### src/rtl/smac_acc_ctrl.sv
// Sequencing controller for a MAC accumulator: clears, gathers PA beats per group, hands out NG group results.
// Optional stall counter enabled by defining SMAC_ACC_CTRL_STALL_CNT_EN.
//
//   state | meaning
//   IDLE  | waiting for start
//   CLR   | one-cycle accumulator clear, beat counter reset
//   ACC   | accepting operand beats until PA have been taken
//   WOUT  | presenting group result until consumer takes it
//   FIN   | one-cycle job-complete pulse
module smac_acc_ctrl #(
   parameter int PA = 8,
   parameter int NG = 4
) (
   input  logic                  clk,
   input  logic                  rst,
   input  logic                  start,
   input  logic                  in_valid,
   output logic                  in_ready,
   output logic                  ac1_en,
   output logic                  acc_clr,
   output logic                  out_valid,
   input  logic                  out_ready,
   output logic                  out_last,
   output logic [$clog2(NG):0]   grp_idx,
   output logic                  busy,
   output logic                  done
`ifdef SMAC_ACC_CTRL_STALL_CNT_EN
   ,
   output logic [15:0]           stall_cnt
`endif
);

   localparam int BW = $clog2(PA) + 1;
   localparam int GW = $clog2(NG) + 1;
   localparam logic [BW-1:0] BEAT_LAST = BW'(PA - 1);
   localparam logic [GW-1:0] GRP_LAST  = GW'(NG - 1);

   typedef enum logic [2:0] {IDLE, CLR, ACC, WOUT, FIN} state_t;

   state_t         state, state_nxt;
   logic [BW-1:0]  beat_cnt, beat_nxt;
   logic [GW-1:0]  grp_nxt;

   always_ff @(posedge clk or posedge rst) begin
      if (rst) begin
         state    <= IDLE;
         beat_cnt <= '0;
         grp_idx  <= '0;
      end else begin
         state    <= state_nxt;
         beat_cnt <= beat_nxt;
         grp_idx  <= grp_nxt;
      end
   end

   always_comb begin
      state_nxt = state;
      beat_nxt  = beat_cnt;
      grp_nxt   = grp_idx;
      in_ready  = 1'b0;
      acc_clr   = 1'b0;
      out_valid = 1'b0;
      out_last  = 1'b0;
      done      = 1'b0;
      busy      = (state != IDLE);
      case (state)
         IDLE: begin
            if (start) begin
               state_nxt = CLR;
               grp_nxt   = '0;
            end
         end
         CLR: begin
            acc_clr   = 1'b1;
            beat_nxt  = '0;
            state_nxt = ACC;
         end
         ACC: begin
            in_ready = 1'b1;
            // the final beat leaves the counter at PA-1 so it never exceeds it
            if (in_valid) begin
               if (beat_cnt == BEAT_LAST) state_nxt = WOUT;
               else                       beat_nxt  = beat_cnt + BW'(1);
            end
         end
         WOUT: begin
            out_valid = 1'b1;
            out_last  = (grp_idx == GRP_LAST);
            if (out_ready) begin
               if (grp_idx == GRP_LAST) begin
                  state_nxt = FIN;
               end else begin
                  grp_nxt   = grp_idx + GW'(1);
                  state_nxt = CLR;
               end
            end
         end
         FIN: begin
            done      = 1'b1;
            state_nxt = IDLE;
         end
         default: state_nxt = IDLE;
      endcase
   end

   assign ac1_en = in_valid & in_ready;

`ifdef SMAC_ACC_CTRL_STALL_CNT_EN
   always_ff @(posedge clk or posedge rst) begin
      if (rst) begin
         stall_cnt <= '0;
      end else if (state == IDLE && start) begin
         stall_cnt <= '0;
      end else if (((state == ACC && !in_valid) || (state == WOUT && !out_ready))
                   && stall_cnt != 16'hFFFF) begin
         stall_cnt <= stall_cnt + 16'd1;
      end
   end
`endif

endmodule

### config.mk
export PLATFORM = sky130hd
export DESIGN_NAME = smac_acc_ctrl
export DESIGN_NICKNAME = d
export VERILOG_FILES = /design/src/rtl/smac_acc_ctrl.sv
export SDC_FILE = /design/constraint.sdc
export NUM_CORES = 1
export LEC_CHECK = 0
export ABC_AREA = 0
export ABC_CLOCK_PERIOD_IN_PS = 1450
export CORE_UTILIZATION = 42
export DETAILED_ROUTE_END_ITERATION = 8
export PLACE_DENSITY_LB_ADDON = 0.15
export SETUP_SLACK_MARGIN = 0.5
export SLEW_MARGIN = 20
export SYNTH_ARGS = -nofsm -noshare
export SYNTH_HDL_FRONTEND = slang
export SYNTH_SLANG_ARGS = --single-unit
### constraint.sdc
create_clock -name clk -period 1.45 [get_ports clk]
set_clock_uncertainty 0.2 [all_clocks]
set_input_delay 0.2175 -clock clk [delete_from_list [all_inputs] [get_ports clk]]
set_output_delay 0.2175 -clock clk [all_outputs]
set_load 0.02 [all_outputs]
==> flow_metrics.py <==
metrics = {
    "synth": {
        "post_synth.cell_area_avg_um2": 10.1,
        "syn_nets": 72,
        "syn_area_um2": 644,
        "yosysTopAreaCell": "dfrtp_1",
        "synth.distinct_cells": 32,
        "ys_ff_latch": 10,
        "synth_cells": 64,
        "yosysWarnings": 0,
        "synth-seq-area-share_pct": 38.8,
        "synth_top_cell_area_share_pct": 38.8,
        "synth_area_leaders": "dfrtp_1, mux2i_1, ha_1",
    },
    "sta": {
        "timing.final.hold_violations": 0,
        "setup_tns_ns": -3.78,
        "min_period_over_period_pct": 123,
        "finalCriticalPeriod_ns": 1.79,
        "clock.fmax_ghz": 0.560,
        "rsz0062_at_grt": "true",
        "finalSetupViolCount": 17,
        "tightestPinTransition_ns": 0.361,
        "slew_violations": 0,
        "holdWs_ns": 0.0295,
        "timing.final.ws_setup_ns": -0.335,
        "slew_headroom_pct": 75.9,
    },
    "worst_setup_path": {
        "end_kind": "output pin",
        "cpMaxStageDelayCell": "dfrtp_1",
        "start_kind": "flop",
        "r2r_cells": 6,
        "critPathArrivalTime_ns": 1.37,
        "cp_max_fo": 5,
        "crit_chain": "buf_6, or3_4, buf_6",
        "r2r_end": "grp_idx[2]",
        "r2r-start": "grp_idx[0]",
        "cp_common_cell": "buf_6",
        "cpPeakStageDelay_ns": 0.45,
        "cp.required_ns": 1.03,
        "crit_type": "flop to output pin",
        "r2r_slack_ns": -0.31,
    },
    "clock_tree": {
        "cts-hold-fix-buffers": 0,
        "cts_sinks": 10,
        "clockBufferDepth": 2,
        "clk_pin_slew_ns": 0.07,
        "clkLatencyLatePin_ns": 0.26,
        "cts-root-buf": "clkbuf_4",
        "cts_tree": "done",
        "htreeDepth": 1,
        "cts_buffers": 3,
    },
    "cells_and_area": {
        "area_growth_pct": 92.4,
        "multiInputGateArea_um2": 424,
        "layout_commonest_cell": "buf_6",
        "fill_cells": 63,
        "final_design_area_no_fill_um2": 1240,
        "antenna_cells": 0,
        "seq_area_um2": 254,
        "drive_gt1_share_pct": 65.8,
        "final_cell_mix": "buf_6, buf_4, dfrtp_1",
        "fin_cells": 126,
        "nets": 120,
    },
    "placement": {
        "place.port_buffers": 14,
        "dp_cells": 110,
        "placed_area_um2": 988,
        "place_hpwl_um": 1280,
        "place.gp.congestion": 0.753,
        "post-place-ws_ns": -0.502,
    },
    "power_and_ir_drop": {
        "p_leak_nw": 0.590,
        "power_density_nw_per_um2": 1960,
        "vdd_drop_max_mv": 1.45,
    },
    "route": {
        "drt_first_pass_iters": 4,
        "drtIter0Drc": 28,
        "drc": 0,
        "totalWireLength_um": 2060,
        "final_antenna_net_count": 0,
        "viasPerCell": 5.51,
        "wire_per_inst_um": 16.4,
        "vias": 694,
    },
    "grt": {
        "track_usage_pct": 22.0,
        "grt_max_degree": 11,
        "antenna_found_initial": 0,
        "grt_pass1_wl_um": 2330,
        "overflow": 0,
        "grt_pass1_vias": 557,
    },
    "run": {
        "maxCapViolations": 0,
    },
    "outcome": {
        "outcome": "finished with violations",
        "violations": "setup timing",
    },
    "worst_hold_path": {
        "min-delay-path-class": "primary input to asynchronous set/reset pin",
    },
    "floorplan": {
        "row_count": 13,
        "core-area_um2": 1370,
        "die_area_um2": 1690,
        "start_util_pct": 47.2,
        "die_x_um": 41.2,
        "ios": 15,
        "dieHeight_um": 41.2,
    },
}
[report_power, final]
group	total, mW	switching [mW]	leakage (nW)	internal, mW
registers	0.538	0.144	0.123	0.394
clock network	0.196	0.0899	0.0150	0.106
logic	1.69	0.693	0.451	1.00
[cell type report]
class | instances | area share, %
timing repair buffer | 47 | 39.0
multi-input combinational | 43 | 34.2
sequential | 10 | 20.5
inverter | 7 | 2.72
clock buffer | 4 | 2.12
tap | 15 | 1.51
[synthesized netlist by cell type]
cell       count
a211oi_2       1
o21ai_0        2
nor2_1         1
nand3_1        2
and2_2         1
a41oi_1        1
nor3b_1        1
a21oi_1        1
inv_1          7
or3b_4         1
dfrtp_1       10
buf_6          3
o21ai_1        1
and2b_4        1
mux2i_1        4
o2111ai_1      1
and4bb_4       1
a31oi_1        2
and3_2         1
and2_4         1
nor3_1         1
a22oi_1        1
nand2b_1       2
nand4_1        1
or3_1          1
and3_1         2
ha_1           3
o31ai_1        2
nand2_1        4
or2_2          1
and3b_1        2
buf_4          1
[worst max path at each step]
stage | from | to | slack (ns)
finish | state[1] | busy | -0.34
global route | state[1] | busy | -0.36
CTS | state[2] | busy | -0.30
detailed placement | in_valid | ac1_en | -0.50
global placement | in_valid | ac1_en | -0.49
floorplan | grp_idx[0] | grp_idx[2] | -0.16
[flip-flops by register name, summed over array words and instances (netlist names)]
signal,cells
beat_cnt,4
state,3
grp_idx,3
[per-layer routing]
metal  global-route usage [%]  share of wire (%)
met3                     8.15                4.9
met5                        0                  0
met4                     4.84                1.9
met1                     22.8                 41
met2                     41.4                 52
[what timing repair did]
action                     4_1_cts  5_1_grt
setup endpoints to repair       20       20
cloned                           0        0
buffers inserted                 6        6
pin swaps                        9       10
resized for setup               75       17
[per-stage QoR]
step / utilization [%] / total power, mW
after global placement: 72.3 / 1.65
after CTS: 82.3 / 2.13
after floorplan: - / 1.20
final: 90.8 / 2.43
after global routing: 90.8 / 2.59
after detailed placement: 72.3 / 1.70
[worst max-delay path, delay by kind of cell, from the launching register on]
| family | cells | cell delay (ns) |
|---|---|---|
| flops | 1 | 0.45 |
| buf+inv | 2 | 0.30 |
| simple gates | 1 | 0.36 |
[kinds of logic (layout without fill, tap and decap cells)]
kind of cell / Yosys count / after routing / share of synthesized area, %
buffers and inverters: 11 / 58 / 10.5
multiplexers: 4 / 4 / 6.21
AO/OA/AOI/OAI: 12 / 12 / 13.2
flip-flops: 10 / 10 / 38.8
AND/OR/NAND/NOR: 24 / 24 / 25.4
adder cells (fa/ha/maj): 3 / 3 / 5.83
No activity file was read; power rests on OpenSTA's default activity.
